File: config.mk
export PLATFORM = sky130hd
export DESIGN_NAME = child_result_collector
export DESIGN_NICKNAME = d
export VERILOG_FILES = /design/src/rtl/child_result_collector.sv
export SDC_FILE = /design/constraint.sdc
export NUM_CORES = 1
export LEC_CHECK = 0
export BUFFER_PORTS_ARGS = -buffer_cell sky130_fd_sc_hd__buf_2
export CORE_UTILIZATION = 57
export CTS_BUF_LIST = sky130_fd_sc_hd__clkbuf_4 sky130_fd_sc_hd__clkbuf_8 sky130_fd_sc_hd__clkbuf_16
export CTS_CLUSTER_SIZE = 40
export DETAILED_ROUTE_END_ITERATION = 10
export PLACE_DENSITY_LB_ADDON = 0.3
export SLEW_MARGIN = 20
export SYNTH_ARGS = -nofsm -noshare
export SYNTH_HDL_FRONTEND = slang
export SYNTH_SLANG_ARGS = --single-unit
export TNS_END_PERCENT = 100
File: constraint.sdc
create_clock -name clk -period 6.6 [get_ports clk]
set_clock_uncertainty 0.05 [all_clocks]
set_input_delay 0.66 -clock clk [delete_from_list [all_inputs] [get_ports clk]]
set_output_delay 0.66 -clock clk [all_outputs]
set_load 0.02 [all_outputs]
File: src/rtl/child_result_collector.sv
`default_nettype none
// ============================================================================
// child_result_collector
//   Round-robin fan-in of NUM_CHILDREN result streams into one registered,
//   source-tagged output with a running accepted-transfer counter.
//   Revision: 1.0
// ============================================================================
module child_result_collector #(
   parameter int NUM_CHILDREN = 10,
   parameter int DATA_W       = 8,
   parameter int SRC_W        = 4,
   parameter int CNT_W        = 16
) (
   input  logic                           clk,
   input  logic                           rst,
   input  logic [NUM_CHILDREN-1:0]        in_valid,
   input  logic [NUM_CHILDREN*DATA_W-1:0] in_data,
   output logic [NUM_CHILDREN-1:0]        in_ready,
   output logic                           out_valid,
   output logic [DATA_W-1:0]              out_data,
   output logic [SRC_W-1:0]               out_src,
   input  logic                           out_ready,
   output logic [CNT_W-1:0]               xfer_count
);

   localparam logic [SRC_W-1:0] c_LAST = SRC_W'(NUM_CHILDREN - 1);
   localparam logic [SRC_W:0]   c_NUM  = (SRC_W + 1)'(NUM_CHILDREN);

   logic [SRC_W-1:0]  r_ptr;
   logic              r_out_valid;
   logic [DATA_W-1:0] r_out_data;
   logic [SRC_W-1:0]  r_out_src;
   logic [CNT_W-1:0]  r_count;

   logic [NUM_CHILDREN-1:0] w_rot;
   logic [SRC_W:0]          w_sum;
   logic [SRC_W-1:0]        w_grant;
   logic                    w_any;
   logic                    w_space;
   logic                    w_accept;
   logic [DATA_W-1:0]       w_payload [NUM_CHILDREN];

   // Rotate valids so bit 0 is the child at the pointer; first set bit wins.
   assign w_rot = NUM_CHILDREN'({in_valid, in_valid} >> r_ptr);

   always_comb begin
      w_any   = 1'b0;
      w_grant = '0;
      w_sum   = '0;
      for (int k = 0; k < NUM_CHILDREN; k++) begin
         if (!w_any && w_rot[k]) begin
            w_any   = 1'b1;
            w_sum   = {1'b0, r_ptr} + (SRC_W + 1)'(k);
            w_grant = (w_sum >= c_NUM) ? SRC_W'(w_sum - c_NUM) : SRC_W'(w_sum);
         end
      end
   end

   assign w_space  = !r_out_valid || out_ready;
   assign w_accept = !rst && w_any && w_space;

   generate
      for (genvar i = 0; i < NUM_CHILDREN; i++) begin : g_chan
         assign w_payload[i] = in_data[i*DATA_W +: DATA_W];
         assign in_ready[i]  = w_accept && (w_grant == SRC_W'(i));
      end
   endgenerate

   always_ff @(posedge clk) begin
      if (rst) begin
         r_ptr       <= '0;
         r_out_valid <= 1'b0;
         r_out_data  <= '0;
         r_out_src   <= '0;
         r_count     <= '0;
      end else if (w_accept) begin
         r_out_valid <= 1'b1;
         r_out_data  <= w_payload[w_grant];
         r_out_src   <= w_grant;
         r_ptr       <= (w_grant == c_LAST) ? '0 : w_grant + 1'b1;
         r_count     <= r_count + 1'b1;
      end else if (out_ready) begin
         r_out_valid <= 1'b0;
      end
   end

   assign out_valid  = r_out_valid;
   assign out_data   = r_out_data;
   assign out_src    = r_out_src;
   assign xfer_count = r_count;

endmodule
`default_nettype wire

---- Word level (Yosys, flattened, before mapping) ----
Cells that the tools add are included.
storage, ports and cells
  register bits ........................... 33
  input bits .............................. 93
  output and inout bits ................... 39
  logic and storage cells ................. 119
cells by class
  add/subtract/negate cells ............... 21
  magnitude comparators ................... 11
  eq/ne operators ......................... 9
  shift operators ......................... 1
  multiplexer cells ....................... 36
  bitwise gates (word level) .............. 1
  reduce and logical (&&, ||, !) cells .... 35
operators with widths
  cell                   count
  $mux 4                 21
  $ge 5x4->1 const B     9
  $sub 4x4->4 const B    10
  $bmux 8 s4             1
  $logic_and 1x1->1      21
  $add 4x3->5 const B    4
  $shr 20x4->10          1
  $add 16x1->16 const B  1
  $eq 4x3->1 const B     4
  $mux 8                 2
  $mux 1                 12
  $logic_not 1->1        11
  $add 4x2->5 const B    2
  $add 4x4->5 const B    2
  $eq 4x2->1 const B     2
  $eq 4x4->1 const B     2
  $add 4x1->5 const B    1
  $ge 5x5->1 const B     1
  $not 4->5              1
  $add 4x1->4 const B    1
  $eq 4x1->1 const B     1
  $ge 4x4->1 const B     1
  $logic_not 4->1        1
  $reduce_bool 2->1      1
  $logic_or 1x1->1       1

---- Longest topological paths before layout ----
Gate-level depths: netlist of the first run.
  depth in word-level cells ............... 33
  gate-level depth with buffers ........... 20
  gate-level depth less buffers ........... 15

---- Least setup slack after synthesis of the first run ----
Ideal clock, no wire load.
  kind .................................... reg2out
  start point ............................. register r_ptr[1]
  end point ............................... output port in_ready[1]
  arrival ................................. 4.271 ns
  data required time ...................... 5.890 ns
  path slack .............................. 1.619 ns
  cell stages (with the launch flop) ...... 18
  path buffers ............................ 7
  path through ............................ dfxtp_1 -> buf_6 -> buf_6 -> inv_1 -> clkbuf_1 -> mux4_2 -> nand2_1 -> nand2_1 -> or4b_1 -> buf_2 -> or3_1 -> buf_6 -> a22oi_2 -> buf_6 -> buf_4 -> nand2_1 -> or2_2 -> nor2b_1
on the way
  cells in the longest elaborated chain, start to end .. 32
  elaborated cells on any way between the ends .. 82
  those cells by class .................... 19 x add/sub; 10 x order compare; 1 x eq/ne; 1 x shift; 30 x mux; 21 x reduce/logical
ends and longest elaborated chain
  what                                                                    line  text
  start, declared                                                         29    logic [SRC_W-1:0] r_ptr;
  start signal, assigned                                                  80    r_ptr <= (w_grant == c_LAST) ? '0 : w_grant + 1'b1;
  parallel branches: the longest is 31 deep, another holds $shr 20x4->10  n/a
  $logic_and 1x1->1 (*)                                                   65    assign in_ready[i] = w_accept && (w_grant == SRC_W'(i));
  end, declared                                                           18    output logic [NUM_CHILDREN-1:0] in_ready,
Every way passes the cells marked *.

---- Worst setup path after layout of the first run ----
  start point ............................. register r_ptr[3]
  end point ............................... output port in_ready[5]
The elaborated chain is that of the path after synthesis.

==> results of run 1 <==
-- report_power, final --
part           switching (mW)  total [mW]  internal (mW)
clock                  0.0742       0.201          0.127
combinational            1.25        2.22          0.961
sequential             0.0792       0.324          0.245
total                    1.41        2.74           1.33
-- synthesized netlist by cell type, types with 3 or more instances --
cell	n	area, um^2
xor2_1	11	96.3
nor3_1	10	50.1
o21a_1	3	22.5
a21o_1	7	52.6
nor4_1	3	18.8
a221oi_1	10	87.6
or4_1	3	22.5
o21ai_0	26	130
buf_2	7	35.0
nor2b_1	15	93.8
xnor2_1	20	175
and3_1	3	18.8
dfxtp_1	33	661
ha_1	22	275
o22ai_1	11	68.8
o211ai_1	5	37.5
buf_1	3	11.3
buf_6	7	78.8
nand2b_1	11	68.8
a21boi_0	7	52.6
a21oi_1	38	190
o31a_1	3	26.3
nand3_1	12	60.1
nor2_1	43	161
clkbuf_1	20	75.1
mux4_2	7	158
nand2_1	37	139
mux2_2	15	169
mux2i_1	80	801
nand4_1	4	25.0
and2_1	4	25.0
or2_2	4	25.0
a31oi_1	5	31.3
or3_1	16	100
a211oi_1	7	52.6
inv_1	16	60.1
-- cell type report --
class / count / area (um^2) / share of cell area
Multi-Input combinational cell: 475 / 3570 / 0.674
Timing Repair Buffer: 144 / 753 / 0.142
Sequential cell: 33 / 661 / 0.125
Tap cell: 102 / 128 / 0.0241
Clock buffer: 7 / 90.1 / 0.0170
Inverter: 17 / 63.8 / 0.0121
Clock inverter: 1 / 30.0 / 0.00567
-- worst max-delay path, stage by stage (launching register included) --
cell,delay (ps)
dfxtp_1,930
mux2i_1,350
o22ai_1,170
or4_1,540
a211o_1,330
or4b_1,620
or3_1,550
a211oi_1,220
a31o_2,200
and2_1,370
inv_1,160
nor2_1,140
buf_2,170
-- routing by layer --
metal  vias to the layer above  routed length [um]
met4                         0                 456
met5                         -                   0
met3                        39                 865
met1                      2237                5550
met2                       221                6500
li1                       2314                   -
-- registers in the layout, summed over array words and instances (netlist names) --
register    flops
out_data        8
out_src         4
out_valid       1
r_ptr           4
xfer_count     16
-- worst paths after layout --
path	from	slack [ps]	to
worst min register to register	out_src[1]	410	out_src[1]
worst min-delay path	out_src[1]	410	out_src[1]
worst max register to register	r_ptr[0]	1500	out_data[0]
worst max-delay path	r_ptr[3]	870	in_ready[5]
-- stage by stage --
stage	setup WS, ps	std cells	area (um^2)	power (mW)
after detailed placement	1270	771	5170	2.50
final	867	779	5290	2.74
after CTS	913	779	5290	2.72
after floorplan	1620	563	4490	2.08
after global routing	599	779	5290	2.96
after global placement	1420	771	5170	2.48
-- kinds of logic after synthesis --
kind of cell,Yosys count,share of synthesized area
AND/OR/NAND/NOR,170,0.188
AO/OA/AOI/OAI,149,0.227
multiplexers,102,0.251
buffers and inverters,55,0.0604
flip-flops,33,0.147
XOR/XNOR,31,0.0604
adder cells (fa/ha/maj),23,0.0657
==> results.toml, run 1 <==
[detailed_routing]
drcViolationCount = 0
ant_nets = 0
via_count = 4811
first_iter_violations = 290
vias_per_cell = 6.18
routedWlPerCell_um = 17.2
wl_um = 13400
drtPass1Iterations = 7

[cts]
clk_latency_ps = 280
clock_sinks = 33
postCtsSetupRepairBufs = 0
cts_buffers = 5
hold_buffers = 0
path_clk_slew_ps = 70
htreeDepth = 2
cts_root_buf = "clkbuf_8"
cts_tree = "yes"
clock_path_buffers = 2
cts_resized = 0

[layout]
final_cell_mix = "buf_2, mux2i_1, nor2_1"
layout.nets = 792
nFillCells = 678
areaGrowthSynthToFinish_pct = 17.8
drive_gt1_frac = 0.281
mostFrequentLayoutCell = "buf_2"
finish.utilization = 0.688
n_antenna_cell = 0

[grt]
antenna_found_initial = 0
grt_start_max_net_pins = 27
grt_util_all_layers = 0.326
use_met3 = 0.0396
grt_util_met1 = 0.408
grt_pass1_wl_um = 22100
grt_use_met2 = 0.559
grt_overflow_total = 0
gr-max-usage-layer = "met2"
grt_pass1_vias = 4639

[timing]
setup_violations = 0
max_freq_mhz = 174
setup_tns_ps = 0
fin_crit_sh = 0.869
worst_pin_slew_ps = 966
whs_ps = 413
hold_viol_final = 0
relSlewSlack = 0.355
maxSlewViolCount = 0
fin_crit_ps = 5730
rsz0062_at_grt = "false"

[yosys]
yosys_register_bits = 33
syn_nets = 679
synthCells = 563
ys_seq_area_frac = 0.147
syn_area_um2 = 4490
synth_ff_type = "dfxtp_1"
synth_edf_count = 0
synth_cell_types = 62
synth.avg_cell_area_um2 = 7.98
yosysWarningCount = 0
synth-async-reset-ratio = 0

[placed_design]
port_buffers = 131
dp_hpwl_um = 10200
gp_congestion = 0.913

[floorplan]
die-area_um2 = 8240
core_um2 = 7690
placementRows = 32
die_h_um = 90.8
io_pins = 132
die_w_um = 90.8
initial_core_util = 0.585

[pwr]
ir_worst_vdd_mv = 0.501
pwr_density_cell_nw_per_um2 = 518
leakagePower_nw = 2.41

[setup_path]
worstRegToRegCells = 16
worstSetupPathType = "flip-flop to output port"
end_kind = "output port"
required_ps = 5890
critPathArrivalTime_ps = 5020
critPathMaxFanout = 22
start_kind = "flip-flop"

[hold_path]
hp-class = "flip-flop to flip-flop"
hold_depth = 2

[status]
outcome = "complete, no violations"

[flow_run]
cap_violations = 0
Power figures use the tool's default switching activity.
==> run 2, diff against run 1 <==
==> constraint.sdc (replaced) <==
create_clock -name clk -period 6.6 [get_ports clk]
set_clock_uncertainty 0.05 [all_clocks]
set_input_delay 0.66 -clock clk [delete_from_list [all_inputs] [get_ports clk]]
set_output_delay 0.66 -clock clk [all_outputs]
set_load 0.05 [all_outputs]
==> run 2 against run 1 <==
  * Register-to-register slack worse by 120 ps
  * Sequential share of layout area about the same
  * Routed wire length is 1.4% higher
  * Clock power is 3% higher
  * Sequential power down 6.2%
  * Worst hold slack worse by 3.7 ps
  * Via count up 1.6%
  * Power grew 6.1%
  * Core utilization is 0.20 points higher
  * Combinational power up 8%
  * Maximum frequency decreased by 3.5%
  * Critical endpoint unchanged
  * Largest cell class unchanged
  * Largest power group unchanged
  * Highest routed layer unchanged
==> results.toml, run 2 (synthesis results as in run 1) <==
[layout]
drive_gt1_frac = 0.283
final_cell_mix = "buf_2, mux2i_1, nor2_1"
areaGrowthSynthToFinish_pct = 18.1
largest_reg_flops = 16
fin_area_um2 = 5310
layout.nets = 794
nFillCells = 671
n_antenna_cell = 0
mostFrequentLayoutCell = "buf_2"

[detailed_routing]
via_count = 4887
wl_um = 13600
first_iter_violations = 368
ant_nets = 0
routedWlPerCell_um = 17.4
drcViolationCount = 0
drtPass1Iterations = 5
vias_per_cell = 6.26

[placed_design]
gp_congestion = 0.963
placed_cell_area_um2 = 5190
dp_hpwl_um = 10300
port_buffers = 131

[floorplan]
initial_core_util = 0.585
die_h_um = 90.8
placementRows = 32
die_w_um = 90.8
die-area_um2 = 8240
io_pins = 132
core_um2 = 7690

[cts]
cts_buffers = 5
clock_sinks = 33
clock_path_buffers = 2
cts_tree = "yes"
hold_buffers = 0
cts_resized = 0
cts_root_buf = "clkbuf_8"
postCtsSetupRepairBufs = 0
path_clk_slew_ps = 70
clk_latency_ps = 290
htreeDepth = 2

[setup_path]
critPathMaxFanout = 20
r2r_setup_slack_ps = 1380
worst_r2r_endpoint = "out_data[6]"
worstRegToRegCells = 12
start_kind = "flip-flop"
end_kind = "output port"
reg2reg_from = "r_ptr[3]"
worstSetupPathType = "flip-flop to output port"
endpoint = "in_ready[5]"
crit_path_start = "r_ptr[3]"
required_ps = 5890
critPathArrivalTime_ps = 5230

[timing]
fin_crit_sh = 0.900
rsz0062_at_grt = "false"
setup_violations = 0
worst_pin_slew_ps = 909
relSlewSlack = 0.393
hold_viol_final = 0
fin_crit_ps = 5940
maxSlewViolCount = 0
setup_tns_ps = 0
max_freq_mhz = 168

[pwr]
pwr_density_cell_nw_per_um2 = 548
power_frac_comb = 0.824
p_clk_frac = 0.071
p_int_mw = 1.34
p_seq_frac = 0.105
ir_worst_vdd_mv = 0.590
switching_share = 0.539
leakagePower_nw = 2.42
p_switching_mw = 1.57

[grt]
gr-max-usage-layer = "met2"
grt_start_max_net_pins = 32
antenna_found_initial = 0
grt_use_met2 = 0.580
grt_pass1_vias = 4793
grt_util_all_layers = 0.330
grt_util_met1 = 0.403
grt_pass1_wl_um = 22300
grt_overflow_total = 0
use_met3 = 0.0429

[hold_path]
hp-class = "flip-flop to flip-flop"

[status]
outcome = "complete, no violations"

[flow_run]
cap_violations = 0
==> run 2: changes by cell type in the layout (fill, tap and decap cells not counted), sizes merged <==
cell,delta
buf,+2
==> run 2: cell type report <==
class                      instances  area, um^2  area share
multi-input combinational        475        3570       0.672
timing repair buffer             146         768       0.145
sequential                        33         661       0.124
tap                              102         128      0.0240
clock buffer                       7        90.1      0.0170
inverter                          17        63.8      0.0120
clock inverter                     1        30.0     0.00566
==> run 2: through the flow <==
| stage | cells | util | hold WS [ps] | power [mW] | setup slack, ps |
|---|---|---|---|---|---|
| finish | 781 | 0.690 | 409 | 2.91 | 660 |
| global route | 781 | 0.690 | 444 | 3.10 | 479 |
| global placement | 773 | 0.675 | 391 | 2.61 | 1310 |
| floorplan | 563 | - | 625 | 2.21 | 1230 |
| CTS | 781 | 0.690 | 415 | 2.87 | 784 |
| detailed placement | 773 | 0.675 | 399 | 2.65 | 1130 |
==> run 2: per-layer routing <==
metal / routed length, um / up-vias
met3: 1000 / 41
met5: 0 / -
met1: 5540 / 2275
met4: 439 / 0
li1: - / 2307
met2: 6570 / 264
==> run 2: critical path, cell delays in order (launching register included) <==
cell      delay [ps]
dfxtp_1          920
mux2i_1          360
o22ai_1          180
or4_1            540
a211o_1          340
or4b_1           640
or3_1            550
a211oi_1         260
a31o_2           210
and2_1           370
inv_1            170
nor2_1           130
buf_2            270
==> run 2: power groups by stage <==
stage	Combinational, mW	Sequential (mW)	Clock, mW
detailed placement	2.34	0.305	0
floorplan	1.80	0.405	0
CTS	2.36	0.302	0.210
global route	2.57	0.311	0.217
finish	2.40	0.304	0.207
global placement	2.31	0.303	0
==> run 2: worst min path at each step <==
stage	start	endpoint	slack (ps)	cells past startpoint
floorplan	out_src[0]	out_src[0]	620	2
global placement	out_src[1]	out_src[1]	390	2
detailed placement	out_src[2]	out_src[2]	400	2
CTS	out_src[2]	out_src[2]	410	2
global route	out_src[0]	out_src[0]	440	2
finish	out_src[2]	out_src[2]	410	2
